[src/rtl/da_platform_pkg.sv]
// Shared types and constants for the DA2 sample scheduler.
// FSM encoding, frame geometry and default pacing divider.
package da_platform_pkg;

    typedef enum logic [1:0] {
        ST_IDLE      = 2'd0,
        ST_START     = 2'd1,
        ST_WAIT_BUSY = 2'd2,
        ST_WAIT_IDLE = 2'd3
    } dac_state_t;

    localparam int FRAME_BYTES    = 4;
    localparam int SAMPLE_W       = 12;
    localparam int FRAME_W        = 2 * SAMPLE_W;
    localparam int DEF_SAMPLE_DIV = 1134;
    localparam int BUSY_TIMEOUT   = 4;

endpackage

[src/rtl/sample_fifo.sv]
// Synchronous frame FIFO with combinational head and level count.
// A pop in the same cycle as a push frees a slot even when full.
module sample_fifo
    import da_platform_pkg::*;
#(
    parameter int AW = 4
) (
    input  logic               clk0,
    input  logic               reset_n,
    input  logic               push,
    input  logic               pop,
    input  logic [FRAME_W-1:0] wdata,
    output logic [FRAME_W-1:0] rdata,
    output logic               full,
    output logic               empty,
    output logic [AW:0]        level
);

    logic [FRAME_W-1:0] mem [2**AW];
    logic [AW-1:0]      wr_ptr;
    logic [AW-1:0]      rd_ptr;
    logic               do_push;
    logic               do_pop;

    assign empty   = (level == '0);
    assign full    = (level == (AW+1)'(2**AW));
    assign do_pop  = pop & ~empty;
    assign do_push = push & (~full | do_pop);
    assign rdata   = mem[rd_ptr];

    // Storage array; written only on an accepted push.
    always_ff @(posedge clk0) begin
        if (do_push) begin
            mem[wr_ptr] <= wdata;
        end
    end

    // Pointers wrap naturally; level tracks net push/pop.
    always_ff @(posedge clk0 or negedge reset_n) begin
        if (!reset_n) begin
            wr_ptr <= '0;
            rd_ptr <= '0;
            level  <= '0;
        end else begin
            if (do_push) wr_ptr <= wr_ptr + 1'b1;
            if (do_pop)  rd_ptr <= rd_ptr + 1'b1;
            if (do_push && !do_pop) begin
                level <= level + 1'b1;
            end else if (!do_push && do_pop) begin
                level <= level - 1'b1;
            end
        end
    end

endmodule

[src/rtl/dac_sample_scheduler.sv]
// Assembles USB bytes into stereo frames and paces them to the DA2
// driver at a fixed sample tick, flagging underrun, overrun and late.
module dac_sample_scheduler
    import da_platform_pkg::*;
#(
    parameter int SAMPLE_DIV = DEF_SAMPLE_DIV,
    parameter int FIFO_AW    = 4
) (
    input  logic                clk0,
    input  logic                reset_n,
    input  logic                enable,
    input  logic [7:0]          usb_data,
    input  logic                usb_active,
    input  logic                dac_done,
    output logic                dac_start,
    output logic [SAMPLE_W-1:0] dac_data1,
    output logic [SAMPLE_W-1:0] dac_data2,
    output logic [FIFO_AW:0]    fifo_level,
    output logic                underrun,
    output logic                overrun,
    output logic                late,
    input  logic                clear_flags
);

    logic [1:0]         byte_idx;
    logic [3:0]         ch1_lo;
    logic [7:0]         ch1_hi;
    logic [3:0]         ch2_lo;
    logic               push;
    logic [FRAME_W-1:0] wdata;
    logic [FRAME_W-1:0] rdata;
    logic               full;
    logic               empty;
    logic [15:0]        tick_cnt;
    logic               tick;
    dac_state_t         state;
    dac_state_t         state_n;
    logic [1:0]         busy_cnt;
    logic               pop;
    logic               set_late;
    logic               set_under;
    logic               set_over;

    assign push     = usb_active && (byte_idx == 2'(FRAME_BYTES - 1));
    assign wdata    = {usb_data, ch2_lo, ch1_hi, ch1_lo};
    assign set_over = push & full & ~pop;
    assign dac_start = (state == ST_START);

    sample_fifo #(.AW(FIFO_AW)) u_fifo (
        .clk0    (clk0),
        .reset_n (reset_n),
        .push    (push),
        .pop     (pop),
        .wdata   (wdata),
        .rdata   (rdata),
        .full    (full),
        .empty   (empty),
        .level   (fifo_level)
    );

    // Byte assembly; the last byte is used live at the push edge.
    always_ff @(posedge clk0 or negedge reset_n) begin
        if (!reset_n) begin
            byte_idx <= '0;
            ch1_lo   <= '0;
            ch1_hi   <= '0;
            ch2_lo   <= '0;
        end else if (usb_active) begin
            byte_idx <= byte_idx + 1'b1;
            unique case (byte_idx)
                2'd0:    ch1_lo <= usb_data[3:0];
                2'd1:    ch1_hi <= usb_data;
                2'd2:    ch2_lo <= usb_data[3:0];
                default: ;
            endcase
        end
    end

    // Sample-rate divider with a registered one-cycle tick on wrap.
    always_ff @(posedge clk0 or negedge reset_n) begin
        if (!reset_n) begin
            tick_cnt <= '0;
            tick     <= 1'b0;
        end else if (!enable) begin
            tick_cnt <= '0;
            tick     <= 1'b0;
        end else if (tick_cnt == 16'(SAMPLE_DIV - 1)) begin
            tick_cnt <= '0;
            tick     <= 1'b1;
        end else begin
            tick_cnt <= tick_cnt + 1'b1;
            tick     <= 1'b0;
        end
    end

    // State, busy timeout, sample hold registers and sticky flags.
    always_ff @(posedge clk0 or negedge reset_n) begin
        if (!reset_n) begin
            state     <= ST_IDLE;
            busy_cnt  <= '0;
            dac_data1 <= '0;
            dac_data2 <= '0;
            underrun  <= 1'b0;
            overrun   <= 1'b0;
            late      <= 1'b0;
        end else begin
            state    <= state_n;
            busy_cnt <= (state == ST_WAIT_BUSY) ? busy_cnt + 1'b1 : '0;
            if (pop) begin
                dac_data1 <= rdata[SAMPLE_W-1:0];
                dac_data2 <= rdata[FRAME_W-1:SAMPLE_W];
            end
            underrun <= (underrun & ~clear_flags) | set_under;
            overrun  <= (overrun & ~clear_flags) | set_over;
            late     <= (late & ~clear_flags) | set_late;
        end
    end

    // Next state, pop decision and flag events.
    always_comb begin
        state_n   = state;
        pop       = 1'b0;
        set_late  = 1'b0;
        set_under = 1'b0;
        unique case (state)
            ST_IDLE: begin
                if (tick) begin
                    set_under = empty;
                    set_late  = ~dac_done;
                    if (!empty && dac_done) begin
                        pop     = 1'b1;
                        state_n = ST_START;
                    end
                end
            end
            ST_START: begin
                set_late = tick;
                state_n  = ST_WAIT_BUSY;
            end
            ST_WAIT_BUSY: begin
                set_late = tick;
                if (!dac_done) begin
                    state_n = ST_WAIT_IDLE;
                end else if (busy_cnt == 2'(BUSY_TIMEOUT - 1)) begin
                    state_n = ST_IDLE;
                end
            end
            ST_WAIT_IDLE: begin
                set_late = tick;
                if (dac_done) state_n = ST_IDLE;
            end
            default: state_n = ST_IDLE;
        endcase
    end

endmodule

[config.mk]
export PLATFORM = sky130hd
export DESIGN_NAME = dac_sample_scheduler
export DESIGN_NICKNAME = d
export VERILOG_FILES = /design/src/rtl/da_platform_pkg.sv /design/src/rtl/sample_fifo.sv /design/src/rtl/dac_sample_scheduler.sv
export SDC_FILE = /design/constraint.sdc
export NUM_CORES = 1
export LEC_CHECK = 0
export BUFFER_PORTS_ARGS = -buffer_cell sky130_fd_sc_hd__buf_2
export CORE_MARGIN = 2
export CORE_UTILIZATION = 35
export CTS_BUF_LIST = sky130_fd_sc_hd__clkbuf_16
export DETAILED_ROUTE_END_ITERATION = 10
export GPL_TIMING_DRIVEN = 0
export PLACE_DENSITY = 0.59
export SLEW_MARGIN = 0
export SYNTH_ARGS = -nofsm -noshare
export SYNTH_HDL_FRONTEND = slang
export SYNTH_HIERARCHICAL = 1
export SYNTH_SLANG_ARGS = --single-unit
[constraint.sdc]
create_clock -name clk0 -period 4.5 [get_ports clk0]
set_clock_uncertainty 0.1 [all_clocks]
set_input_delay 0.9 -clock clk0 [delete_from_list [all_inputs] [get_ports clk0]]
set_output_delay 0.9 -clock clk0 [all_outputs]
set_load 0.05 [all_outputs]
Yosys cells after proc, flatten, opt, wreduce, memory -nomap -nowiden

Memories as Yosys holds them, arrays and structs flattened. A register that Yosys moved wholly into a read port is not among the register bits.
Cells that the tools add are included.

Register bits after elaboration: 55
Bits in latches: 0
Bits in writable memories: 384
Bits in read-only memories: 0
Bits of input ports: 14
Output and inout port bits: 33
Memories kept: 1

Add/subtract/negate cells: 7
Multiply operators: 0
Div/mod/pow operators: 0
Magnitude comparators: 0
Equality and inequality tests: 13
Shift-type cells: 0
Mux-type cells: 22
Bitwise operators: 16
Reductions and logical operators: 17

Memories:

| name       | words | bits a word | read ports | clocked after memory_dff | wr ports | line              | text |
|---|---|---|---|---|---|---|---|
| u_fifo.mem | 16    | 24          | 1          | 1                        | 1        | sample_fifo.sv:19 | `logic [FRAME_W-1:0] mem [2**AW];` |

Operators with widths:

| operator              | count |
|---|---|
| $mux 16               | 2 |
| $add 16x1->16 const B | 1 |
| $eq 16x11->1 const B  | 1 |
| $mux 2                | 6 |
| $eq 2x2->1 const B    | 5 |
| $mux 1                | 10 |
| $mux 5                | 2 |
| $add 4x1->4 const B   | 2 |
| $pmux 2 s4            | 1 |
| $and 1x1->1           | 7 |
| $ne 2x2->1 const B    | 3 |
| $reduce_and 2->1      | 3 |
| $add 5x1->5 const B   | 1 |
| $eq 5x5->1 const B    | 1 |
| $logic_not 5->1       | 1 |
| $not 1->1             | 5 |
| $sub 5x1->5 const B   | 1 |
| $add 2x1->2 const B   | 2 |
| $eq 2x1->1 const B    | 2 |
| $logic_and 1x1->1     | 4 |
| $logic_not 1->1       | 4 |
| $logic_not 2->1       | 2 |
| $or 1x1->1            | 4 |
| $reduce_and 4->1      | 1 |
| 4 further kinds       | 4 |

Depth between registers and ports, before layout

Word-level depth: 13
Gate-level depth with buffers: 14

Modules after synthesis

Netlist, hierarchy kept.

By module, submodules not included:

| module               | instances | cells an instance | area each (µm²) | sequential area each (µm²) |
|---|---|---|---|---|
| sample_fifo          | 1         | 782               | 15471.1         | 11856.4 |
| dac_sample_scheduler | 1         | 209               | 2731.4          | 1651.6 |

Worst setup path after synthesis

Ideal clock, no wire load.

Path kind: register to register
From: register u_fifo.level[0]
To: memory u_fifo/mem[0][0] (netlist bit) (enable)
Setup time: 0.435 ns
Arrival time: 3.740 ns
Required time: 3.965 ns
Path slack: 0.225 ns
Stages on the path, launching flop included: 10
Buffers on the path: 2
Clock period less this slack: 4.275 ns
Path through: dfrtp_1 > or4_4 > nor2_1 > nand4b_2 > clkbuf_1 > inv_1 > o31a_1 > buf_6 > nand2_1 > nor3_1

Word-level cells in the longest chain between the ends: 11
Elaborated cells between the ends (all ways): 14
Classes of those cells: 1 x eq/ne; 5 x mux; 5 x bitwise; 3 x reduce/logical

RTL lines:

| element                      | line                        | text |
|---|---|---|
| start, declared              | sample_fifo.sv:16           | `output logic [AW:0] level` |
| start signal, assigned       | sample_fifo.sv:48           | `level <= level + 1'b1;` |
| start signal, assigned       | sample_fifo.sv:50           | `level <= level - 1'b1;` |
| $logic_not 5->1              | sample_fifo.sv:25           | `assign empty = (level == '0);` |
| named net empty              | dac_sample_scheduler.sv:33  | `logic empty;` |
| $logic_not 1->1              | dac_sample_scheduler.sv:130 | `if (!empty && dac_done) begin` |
| $logic_and 1x1->1            | dac_sample_scheduler.sv:130 |  |
| $mux 1                       | dac_sample_scheduler.sv:130 |  |
| $mux 1                       | dac_sample_scheduler.sv:127 | `if (tick) begin` |
| $mux 1                       | dac_sample_scheduler.sv:125 | `unique case (state)` |
| named net pop                | dac_sample_scheduler.sv:39  | `logic pop;` |
| $and 1x1->1                  | sample_fifo.sv:27           | `assign do_pop = pop & ~empty;` |
| $or 1x1->1                   | sample_fifo.sv:28           | `assign do_push = push & (~full \| do_pop);` |
| $and 1x1->1                  | sample_fifo.sv:28           |  |
| named net u_fifo.do_push     | sample_fifo.sv:22           | `logic do_push;` |
| $mux 1                       | sample_fifo.sv:33           | `if (do_push) begin` |
| $mux 1 (not written as such) | sample_fifo.sv:34           | `mem[wr_ptr] <= wdata;` |
| end, declared                | sample_fifo.sv:19           |  |

The timed path passes the listed nets, and every way through them passes these cells.

Worst setup path after layout

From: register u_fifo.level[0]
To: register u_fifo.level[4]

Word-level cells in the longest chain between the ends: 12
Elaborated cells between the ends (all ways): 21
Classes of those cells: 2 x add/sub; 1 x eq/ne; 5 x mux; 5 x bitwise; 8 x reduce/logical

RTL lines:

| element                            | line                        | text |
|---|---|---|
| $logic_not 5->1 (*)                | sample_fifo.sv:25           |  |
| named net empty                    | dac_sample_scheduler.sv:33  |  |
| $logic_not 1->1 (*)                | dac_sample_scheduler.sv:130 |  |
| $logic_and 1x1->1 (*)              | dac_sample_scheduler.sv:130 |  |
| $mux 1 (*)                         | dac_sample_scheduler.sv:130 |  |
| $mux 1 (*)                         | dac_sample_scheduler.sv:127 |  |
| $mux 1 (*)                         | dac_sample_scheduler.sv:125 |  |
| named net pop                      | dac_sample_scheduler.sv:39  |  |
| $and 1x1->1 (*)                    | sample_fifo.sv:27           |  |
| $or 1x1->1                         | sample_fifo.sv:28           |  |
| $and 1x1->1                        | sample_fifo.sv:28           |  |
| $logic_not 1->1                    | sample_fifo.sv:49           | `end else if (!do_push && do_pop) begin` |
| $logic_and 1x1->1                  | sample_fifo.sv:49           |  |
| $reduce_bool 2->1 (no source line) | --                          |  |

Mark *: on every way through the listed nets, which the timed path passes. The rest lies on a longest branch. The select of a mux whose other input is x is not followed.
A chain may end at the register's enable or synchronous reset.

==> metrics.csv <==
stage;metric;value;unit
run_status;outcome;finished clean;
power;Power Density;482;mW/mm^2
grt;remaining global-route overflow;0;
drt;drt via density;5.22;
clock_network;TritonCTS clock tree;built;
worst_setup_path;Buf/Inv on CP;3;
drt;Post-DRT Antenna Nets;0;
yosys;Avg Cell Area, Syn;18.4;um^2
drt;Max Used Layer;met4;
worst_setup_path;Most common cell on crit path;inv_1;
hold_path;Worst Hold Class;primary input to async pin;
power;worst vdd ir;0.000290;V
worst_setup_path;crit start category;flip-flop;
yosys;dominant cell type by area after synthesis;edfxtp_1;
final_layout;ANT cells;0;
clock_network;Clock transition at path regs;70;ps
yosys;top-count cell post-synth;edfxtp_1;
worst_setup_path;critical path class;flip-flop to flip-flop;
yosys;Post-synth EDFFs;384;
place;RD Place Congestion;0.793;
final_layout;fin cells;1819;
place;Detail Placement HPWL;26.2;mm
worst_setup_path;CP max stage cell;or4_4;
drt;M1 WL;18.5;mm
drt;DRC;0;
floorplan;core outline area;0.0514;mm^2
yosys;Cells after Synth;991;
clock_network;Post-CTS Repair Setup Buffers;0;
sta;final hold viol count;0;
drt;met3 WL;2.08;mm
worst_setup_path;crit path DAT;4440;ps
clock_network;clock latency on the worst-skew pair;560;ps
final_layout;Fill cells;4530;
worst_setup_path;Worst Path Required;4880;ps
sta;relative slew slack;28.1;%
yosys;synthesis-stage register bit count;463;
drt;DRT Wirelength;42.1;mm
worst_setup_path;Crit path max-delay family;simple AND/OR/NAND/NOR gates;
yosys;Warnings, synthesis;6;
final_layout;share of cells above drive strength 1;23.5;%
clock_network;total CTS buffers;47;
place;Placed Cells incl. Taps;1733;
floorplan;row count;83;
yosys;ys flop type;edfxtp_1;
grt;antenna violations before repair;0;
sta;fmax;0.246;GHz
place;Placement Setup Slack;-250;ps
yosys;post-synthesis sequential area ratio;74.2;%
floorplan;Ports;47;
worst_setup_path;CP max stage delay;590;ps
drt;via count;9489;
final_layout;fin util;41.1;%
clock_network;root buffer cell;clkbuf_16;
sta;PnR worst setup slack;439;ps
clock_network;Clock Tree Buf Depth;3;
drt;Initial DRC Count;738;
floorplan;Starting Density;35.4;%
grt;vias in the first global route;9437;
worst_setup_path;worst-path cell chain;or4_4, nor2_1, nand4b_2, inv_1, o21a_1, inv_1, ha_1, inv_1, fa_1, a21o_1, a21oi_1, mux2i_1, xnor2_1;
clock_network;H-tree depth;2;
yosys;Synth Net Count;1022;
worst_setup_path;Max FO, Critical Path;18;
job;Maximum Capacitance Violations;0;
final_layout;Syn-to-layout area delta;16.2;%
yosys;most frequent cells after synthesis;384 x edfxtp_1, 97 x mux2i_1, 79 x dfrtp_1;
sta;RSZ-0062 raised after global routing;no;
grt;GRT Overall Usage;15.8;%
sta;Worst Max-Slew Pin Slew;1080;ps
yosys;leading post-synthesis cells by cell area;edfxtp_1 63%, dfrtp_1 11%, mux4_2 5.9%, mux2i_1 5.3%, mux2_2 2.5%;
sta;Slew Viols, Final;0;
clock_network;CTS Hold Buffers Added;0;
floorplan;die area;0.0538;mm^2
clock_network;clk sinks;463;
worst_setup_path;Setup crit end kind;flip-flop;
yosys;synthesized area;0.0182;mm^2
floorplan;die height;232;um
sta;Tcrit/Tclk final;90.2;%
final_layout;Layout Nets;1132;
yosys;share of Yosys cell area claimed by the top area cell type;63.3;%
yosys;synth unique cells;47;
yosys;Synth async-reset ratio;17.1;%
sta;Hold WS;212;ps
power;power consumption;10.2;mW
sta;Final Setup Violations;0;
grt;first-pass GRT wire length;62.0;mm
grt;pin count of the biggest net entering global routing;55;
clock_network;Post-CTS Resized;0;
floorplan;Die Wd;232;um
drt;Initial DRT Pass Iterations;5;
drt;met2 wire length;20.9;mm
place;PortBufs;45;
sta;Tmin final;4060;ps
power;Pleak;7.12;nW
drt;DR WL/cell;23.1;um
-- layer usage --
layer,global-route usage (%),up-vias
met5,0,-
met4,3.77,0
li1,-,4178
met3,2.27,47
met1,21.7,4998
met2,26.5,266
-- cells by family (layout without fill, tap and decap cells) --
family,count (synthesis),count (layout),share of synthesized area [%]
fa+ha+maj,17,17,1.21
simple gates,120,120,3.12
compound gates,115,115,4.72
buf+inv,66,214,1.77
xor+xnor,24,24,1.15
mux,186,186,13.8
flops,463,463,74.2
-- area by class of cell --
cell class,instances,area [um^2],share of cell area [%]
flip-flops and latches,463,13500,63.9
repair buffers,62,500,2.37
inverters,16,60.1,0.284
clock inverters,39,290,1.37
multi-input cells,462,4480,21.2
well taps,680,851,4.02
clock buffers,48,1200,5.68
plain buffers,49,259,1.22
-- worst paths after layout --
path / startpoint / to / slack [ps] / depth (start not counted)
setup / recovery: u_fifo/level[0] / u_fifo/level[4] / 440 / 13
hold reg to reg: busy_cnt[0] / busy_cnt[0] / 340 / 1
setup reg to reg: u_fifo/level[0] / u_fifo/level[4] / 440 / 13
min in group clk0: busy_cnt[0] / busy_cnt[0] / 340 / 1
hold / removal: reset_n / ch1_hi[3] / 210 / 1
max in group asynchronous: reset_n / tick_cnt[8] / 3440 / 2
-- registers in the layout, indices dropped and copies added (netlist names) --
signal,count
state,2
tick,1
dac_data2,12
tick_cnt,16
ch2_lo,4
u_fifo/rd_ptr,4
byte_idx,2
ch1_lo,4
underrun,1
busy_cnt,2
overrun,1
late,1
dac_data1,12
u_fifo/wr_ptr,4
ch1_hi,8
u_fifo/level,5
u_fifo/mem,384
-- cells in the final DEF, fill, tap and decap left out, types with 3 or more instances in the layout --
| cell | n |
|---|---|
| buf_2 | 62 |
| clkinv_2 | 7 |
| a221oi_1 | 46 |
| nand4_1 | 6 |
| nand2_1 | 44 |
| buf_4 | 9 |
| bufinv_16 | 4 |
| nand3_1 | 5 |
| o21ai_0 | 22 |
| ha_1 | 16 |
| o21ai_1 | 9 |
| nor2_4 | 12 |
| buf_16 | 5 |
| a21oi_1 | 3 |
| buf_6 | 13 |
| mux4_2 | 48 |
| clkbuf_1 | 17 |
| nor2_1 | 23 |
| mux2i_1 | 97 |
| clkbuf_16 | 48 |
| xnor2_1 | 20 |
| nor3_2 | 4 |
| dfrtp_1 | 79 |
| xor2_1 | 4 |
| clkinv_1 | 12 |
| nor3_1 | 7 |
| nor4_1 | 3 |
| a22oi_1 | 24 |
| inv_1 | 27 |
| edfxtp_1 | 384 |
| mux2_2 | 41 |
| buf_1 | 3 |
-- where the power goes --
group / switching [mW] / total, mW / internal [mW] / leakage [nW]
sequential: 0.399 / 5.65 / 5.25 / 4.50
clock: 1.60 / 3.76 / 2.17 / 0.769
combinational: 0.495 / 0.787 / 0.292 / 1.85
total: 2.49 / 10.2 / 7.70 / 7.12
-- through the flow --
stage | TNS, ps | instance area [um^2]
global placement | -553550 | 19300
floorplan | 0 | 18200
CTS | 0 | 21200
global route | 0 | 21200
finish | 0 | 21200
detailed placement | -553 | 19700
(Power assumes the default switching activity.)
